## src/rtl/phase_sequencer.sv

```systemverilog
// Instruction phase sequencer: one-hot f/r/x/m/w phase vector, shared memory port
// arbitration, run/halt control, bus watchdog and retired-instruction counter.
// Optional macro SINGLE_STEP_EN adds the `step` input for one-instruction stepping.
module phase_sequencer #(
  parameter int unsigned CNT_W   = 16,
  parameter int unsigned TMO_W   = 4,
  parameter int unsigned TMO_MAX = 15
) (
  input  logic             clk,
  input  logic             rst,
  input  logic             run,
  input  logic             halt_op,
  input  logic             need_mem,
  input  logic             mem_ack,
`ifdef SINGLE_STEP_EN
  input  logic             step,
`endif
  output logic [4:0]       phase,
  output logic             imem_req,
  output logic             dmem_req,
  output logic             pc_inc,
  output logic             busy,
  output logic             halted,
  output logic             bus_err,
  output logic [CNT_W-1:0] instr_cnt
);

  typedef enum logic [2:0] {
    S_IDLE, S_F, S_R, S_X, S_M, S_W, S_HALT, S_ERR
  } state_t;

  state_t             r_state;
  state_t             w_next;
  logic [TMO_W-1:0]   r_wd;
  logic [TMO_W-1:0]   w_wd_next;
  logic [TMO_W-1:0]   w_wd_inc;
  logic [CNT_W-1:0]   r_cnt;
  logic [4:0]         r_phase;
  logic               r_imem_req;
  logic               r_dmem_req;
  logic               r_pc_inc;
  logic               r_busy;
  logic               r_halted;
  logic               r_bus_err;
  logic [4:0]         w_phase;
  logic               w_imem_req;
  logic               w_dmem_req;
  logic               w_pc_inc;
  logic               w_busy;
  logic               w_halted;
  logic               w_bus_err;
`ifdef SINGLE_STEP_EN
  logic               r_halt_src;
  logic               w_halt_src_next;
`endif

  // State, watchdog, counter and registered outputs
  always_ff @(posedge clk) begin
    if (rst) begin
      r_state    <= S_IDLE;
      r_wd       <= '0;
      r_cnt      <= '0;
      r_phase    <= '0;
      r_imem_req <= 1'b0;
      r_dmem_req <= 1'b0;
      r_pc_inc   <= 1'b0;
      r_busy     <= 1'b0;
      r_halted   <= 1'b0;
      r_bus_err  <= 1'b0;
`ifdef SINGLE_STEP_EN
      r_halt_src <= 1'b0;
`endif
    end else begin
      r_state    <= w_next;
      r_wd       <= w_wd_next;
      if (r_state == S_W) r_cnt <= r_cnt + CNT_W'(1);
      r_phase    <= w_phase;
      r_imem_req <= w_imem_req;
      r_dmem_req <= w_dmem_req;
      r_pc_inc   <= w_pc_inc;
      r_busy     <= w_busy;
      r_halted   <= w_halted;
      r_bus_err  <= w_bus_err;
`ifdef SINGLE_STEP_EN
      r_halt_src <= w_halt_src_next;
`endif
    end
  end

  // Next state; watchdog defaults to zero so any entry into F/M or any ack clears it
  always_comb begin
    w_next    = r_state;
    w_wd_next = '0;
    w_wd_inc  = r_wd + TMO_W'(1);
`ifdef SINGLE_STEP_EN
    w_halt_src_next = r_halt_src;
`endif
    case (r_state)
      S_IDLE: if (run) w_next = S_F;
      S_F, S_M: begin
        if (mem_ack)                             w_next = (r_state == S_F) ? S_R : S_W;
        else if (w_wd_inc == TMO_W'(TMO_MAX))    w_next = S_ERR;
        else                                     w_wd_next = w_wd_inc;
      end
      S_R: w_next = S_X;
      S_X: begin
        if (halt_op) begin
          w_next = S_HALT;
`ifdef SINGLE_STEP_EN
          w_halt_src_next = 1'b1;
`endif
        end else if (need_mem) begin
          w_next = S_M;
        end else begin
          w_next = S_W;
        end
      end
      S_W: begin
`ifdef SINGLE_STEP_EN
        w_next          = S_HALT;
        w_halt_src_next = 1'b0;
`else
        w_next = run ? S_F : S_IDLE;
`endif
      end
      S_HALT: begin
`ifdef SINGLE_STEP_EN
        if (step && !r_halt_src) w_next = S_F;
`endif
      end
      S_ERR: w_next = S_ERR;
      default: w_next = S_IDLE;
    endcase
  end

  // Output decode of the upcoming state, registered alongside the state
  always_comb begin
    w_phase    = '0;
    w_imem_req = 1'b0;
    w_dmem_req = 1'b0;
    w_pc_inc   = 1'b0;
    w_halted   = 1'b0;
    w_bus_err  = 1'b0;
    case (w_next)
      S_F:    begin w_phase = 5'b00001; w_imem_req = 1'b1; end
      S_R:    begin w_phase = 5'b00010; w_pc_inc   = 1'b1; end
      S_X:    w_phase = 5'b00100;
      S_M:    begin w_phase = 5'b01000; w_dmem_req = 1'b1; end
      S_W:    w_phase = 5'b10000;
      S_HALT: w_halted  = 1'b1;
      S_ERR:  w_bus_err = 1'b1;
      default: ;
    endcase
    w_busy = (w_next != S_IDLE) && (w_next != S_HALT);
  end

  assign phase     = r_phase;
  assign imem_req  = r_imem_req;
  assign dmem_req  = r_dmem_req;
  assign pc_inc    = r_pc_inc;
  assign busy      = r_busy;
  assign halted    = r_halted;
  assign bus_err   = r_bus_err;
  assign instr_cnt = r_cnt;

endmodule
```

## config.mk

```make
export PLATFORM = sky130hd
export DESIGN_NAME = phase_sequencer
export DESIGN_NICKNAME = d
export VERILOG_FILES = /design/src/rtl/phase_sequencer.sv
export SDC_FILE = /design/constraint.sdc
export NUM_CORES = 1
export LEC_CHECK = 0
export CAP_MARGIN = 25
export CORE_MARGIN = 2
export CORE_UTILIZATION = 52
export DETAILED_ROUTE_END_ITERATION = 12
export MAX_ROUTING_LAYER = met4
export PLACE_DENSITY_LB_ADDON = 0.12
export SYNTH_ARGS = -nofsm -noshare
export SYNTH_HDL_FRONTEND = slang
export SYNTH_SLANG_ARGS = --single-unit
```

## constraint.sdc

```tcl
create_clock -name clk -period 3.4 [get_ports clk]
set_clock_uncertainty 0.2 [all_clocks]
set_input_delay 0.85 -clock clk [delete_from_list [all_inputs] [get_ports clk]]
set_output_delay 0.85 -clock clk [all_outputs]
set_load 0.02 [all_outputs]
```

==> metrics, run 1 <==
status completed; crit path kind reg -> out; Design Area, Final 1830 um2; Final period util 0.728; crit path time final 2.47 ns; hpwl dp 2020 um; input/output buffers 32; Die Wd 56.1 um; Post-CTS Hold Fix Bufs 0; Max FO, Critical Path 4; first-pass GRT wire length 4740 um; Hold Crit Class reg -> reg; met1 Use GR 0.206; drt total wl 2800 um; Num CTS Buffers 5; DR DRC count 0; sequential-to-total area share from yosys stat 0.454; synthesized cell area 1410 um2; clk sink count 32; most used routing layer met2; Global Route Usage Sum 0.193; Avg Cell Area, Syn 9.22 um2; Lkg Pwr 0.684 nW; Final Max Tran Viols 0; Util after Layout 0.726; via count 1192; Clock transition at path regs 0.10 ns; die height 56.1 um; worst vdd ir 362 uV; die area 3150 um2; final setup vio count 0; synth warn 0; Fill cells 203; Arr. time, crit path 1.42 ns; layout cells sized above 1 0.0860; leading register cell type out of synthesis dfxtp_1; Area Overhead vs Synth 29.8%; Clock Tree Buf Depth 2; number of global-route vias before repair 1078; Row Count 18; CTS-repair resized insts 0; largest stage delay on the critical path 0.64 ns; GP Congestion 0.825; drt wl/cell 12.9 um; Mapped Nets 162; worst path bufs/invs 1; # Post-CTS Setup Buffers 0; Worst Path Required 2.35 ns; pwr/cell area 431 nW/um2; Max-Cap Viols 0; Seq cells post-synth 32; Ports 33; starting density of the core 0.560; CTS H-Tree Depth 2; Clock Latency Late Sink 0.32 ns; core area 2520 um2; routed vias/inst 5.52; ANT nets after route 0; delay-heaviest family, CP buffers and inverters; relative slew slack 0.697; M2 GR Usage 0.336; gr ovfl total 0; drt first pass iters 4; Critical Path End Type output pin; CTS root buf clkbuf_4; FMAX 0.404 GHz; RSZ-0062 raised after global routing no; cell count after synthesis 153; number of synthesized flops with an enable pin 0; Area after DPL 1740 um2; crit path launch type flip-flop; Tot Pwr 0.000790 W; CTS tree built; Nets 194; Critical Path, Cell by Cell clkdlybuf4s50_1; final hold violations 0; Post-synth ARST share 0; slowest CP cell clkdlybuf4s50_1; Yosys cell types 39; M3 GR Usage 0.0535; largest net degree at the start of global routing 23; Slew @ Worst Pin 0.453 ns; initial antenna violation count 0; Inserted Diodes 0; setup TNS 0 ns; Starting DRT DRC Count 26
[cell families after synthesis]
group	after synthesis	synth area share
mux	2	0.0151
fa+ha+maj	3	0.0266
xor+xnor	14	0.0869
compound gates	21	0.112
buf+inv	11	0.0363
simple gates	70	0.270
flops	32	0.454
[stage by stage]
step                      std cells  worst slack, ns  hold WS (ns)
after CTS                       216            0.910         0.304
final                           216            0.925         0.299
after detailed placement        208            0.795         0.311
after global placement          208            0.874         0.265
after floorplan                 153             1.47         0.246
after global routing            216            0.871         0.328
[report_power, final]
| part | switching, W | leakage, nW | internal (W) |
|---|---|---|---|
| Combinational | 0.0000392 | 0.374 | 0.0000348 |
| Clock | 0.000129 | 0.0515 | 0.000195 |
| Sequential | 0.00000937 | 0.259 | 0.000383 |
[cells in the final DEF, fill, tap and decap left out, types with 2 or more instances in the layout]
cell type         n
xnor2_1           5
xor2_1            9
and3b_1           2
inv_1             3
a21oi_1           6
nand2b_1          2
or3_1             4
ha_1              3
nand3_1           2
clkbuf_8          2
o21ai_0           4
nand4_1           4
dfxtp_1          32
nor2b_1           3
clkbuf_4          5
clkdlybuf4s50_1  32
nor3_1            7
nor3b_1           5
nand2_1          10
and3_1            3
nor2_1           23
[registers in the layout (all words and copies together) (netlist names)]
signal,count
pc_inc,1
phase,4
halted,1
busy,1
dmem_req,1
r_wd,4
bus_err,1
r_state,3
instr_cnt,16
[worst paths after layout]
path | from | cells after the start | endpoint | slack (ns)
worst max-delay path | instr_cnt[0] | 1 | instr_cnt[0] | 0.93
worst min-delay path | r_wd[0] | 1 | r_wd[0] | 0.30
worst max register to register | r_wd[0] | 6 | busy | 1.44
worst min register to register | r_wd[0] | 1 | r_wd[0] | 0.30
[cell usage after synthesis, drive strengths merged, types with 5 or more instances]
cell	number	share of area
dfxtp	32	0.45
nor2	23	0.061
nand2	10	0.027
xor2	9	0.056
nor3	7	0.025
a21oi	6	0.021
nand4	5	0.033
nor3b	5	0.027
o21ai	5	0.020
xnor2	5	0.031
[layer usage]
| layer | part of all wire | up-vias |
|---|---|---|
| li1 | - | 593 |
| met1 | 0.42 | 556 |
| met2 | 0.52 | 36 |
| met3 | 0.046 | 7 |
| met4 | 0.016 | 0 |
| met5 | 0 | - |
[layout make-up]
type,instances,area [um2],share of cell area
clock buffers,7,65.1,0.0355
clock inverters,1,30.0,0.0164
inverters,3,11.3,0.00615
multi-input cells,110,719,0.393
flip-flops and latches,32,641,0.350
well taps,30,37.5,0.0205
repair buffers,33,328,0.179
No activity file was read; power rests on OpenSTA's default activity.
==> run 2, diff against run 1 <==
CORE_UTILIZATION = 48   (was 52)
clock period = 2.51 ns   (was 3.4 ns; I/O delays follow)
==> run 2 against run 1 <==
Against the previous run:
- cell count rose by 0.46%
- global-route usage down 0.26 points
- sequential power up 35%
- clock-buffer cell count down 1
- largest power group unchanged
- power up 19%
- critical path type unchanged
- register-to-register slack got worse by 0.89 ns
- flip-flop and latch count unchanged
- combinational power rose by 37%
- non-clock buffer count is the same
- clock power is 5% lower
- routed wire length down 4.9%
- die area is 7.7% higher
==> metrics, run 2 (same netlist as run 1, synthesis figures left out) <==
status completed; worst path bufs/invs 1; Arr. time, crit path 1.43 ns; Num CTS Buffers 5; largest net degree at the start of global routing 20; Clock Tree Buf Depth 2; Lkg Pwr 0.671 nW; first-pass GRT wire length 4690 um; Critical Path, Cell by Cell clkdlybuf4s50_1; die area 3390 um2; CTS root buf clkbuf_4; via count 1160; post-route insts no fill 217; setup slack after layout 0.253 ns; RSZ-0062 raised after global routing no; dpl cells 209; crit path kind reg -> out; Starting DRT DRC Count 45; Global Route Usage Sum 0.190; multi-input logic area 719 um2; delay-heaviest family, CP buffers and inverters; input/output buffers 32; Max-Cap Viols 0; Final Max Tran Viols 0; # Post-CTS Setup Buffers 0; starting density of the core 0.507; Critical Path End Type output pin; crit path launch type flip-flop; Fill cells 252; GP Congestion 0.845; dpl ws 0.156 ns; Tot Pwr 0.000941 W; Hold Crit Class reg -> reg; Nets 194; Area Overhead vs Synth 27.5%; setup TNS 0 ns; commonest non-fill, non-tap cells in the layout dfxtp_1 (32), clkdlybuf4s50_1 (32), nor2_1 (23); final setup vio count 0; FMAX 0.443 GHz; die height 58.2 um; ANT nets after route 0; Max FO, Critical Path 4; Clock transition at path regs 0.10 ns; Inserted Diodes 0; routed vias/inst 5.35; slowest CP cell clkdlybuf4s50_1; CTS tree built; Ports 33; drt first pass iters 4; Worst Path Required 1.68 ns; worst vdd ir 367 uV; pwr/cell area 523 nW/um2; Post-CTS Hold Fix Bufs 0; number of global-route vias before repair 1092; Die Wd 58.2 um; Final period util 0.899; CTS-repair resized insts 0; layout cells sized above 1 0.0860; crit path time final 2.26 ns; DR DRC count 0; hpwl dp 1950 um; initial antenna violation count 0; Slew @ Worst Pin 0.434 ns; core area 2780 um2; Clock Latency Late Sink 0.34 ns; drt wl/cell 12.3 um; relative slew slack 0.710; clk sink count 32; largest stage delay on the critical path 0.64 ns; CTS H-Tree Depth 2; max FFs per register 16; area taken by flip-flops and latches 641 um2; Row Count 19; drt total wl 2660 um; final hold violations 0; gr ovfl total 0
-- run 2: changes by cell type in the layout (fill, tap and decap cells not counted) --
| cell | delta |
|---|---|
| bufinv_16 | -1 |
| clkbuf_8 | -1 |
| clkinv_2 | +2 |
-- run 2: cell type report --
cell class,count,area share
Clock inverter,2,0.00556
Tap cell,31,0.0216
Sequential cell,32,0.356
Inverter,3,0.00626
Clock buffer,6,0.0285
Timing Repair Buffer,33,0.182
Multi-Input combinational cell,110,0.400
-- run 2: through the flow --
stage	instance area, um2	utilization	hold WS [ns]
after global placement	1740	0.625	0.267
final	1800	0.647	0.298
after detailed placement	1740	0.625	0.276
after CTS	1800	0.647	0.301
after floorplan	1410	-	0.246
after global routing	1800	0.647	0.344
-- run 2: layer usage --
layer | track usage | share of wire | vias up
met4 | 0.0963 | 0.021 | 0
met5 | - | 0 | -
li1 | - | - | 592
met1 | 0.219 | 0.43 | 529
met3 | 0.0603 | 0.064 | 7
met2 | 0.297 | 0.49 | 32
-- run 2: worst paths after layout --
path / from / end / slack, ns / depth (start not counted)
max reg2reg: r_wd[0] / busy / 0.55 / 6
min reg2reg: r_wd[0] / r_wd[0] / 0.30 / 1
max: instr_cnt[0] / instr_cnt[0] / 0.25 / 1
min: r_wd[0] / r_wd[0] / 0.30 / 1
-- run 2: power breakdown --
group / switching [W] / internal [W]
clock: 0.000176 / 0.000133
sequential: 0.0000125 / 0.000519
combinational: 0.0000534 / 0.0000472
total: 0.000242 / 0.000699
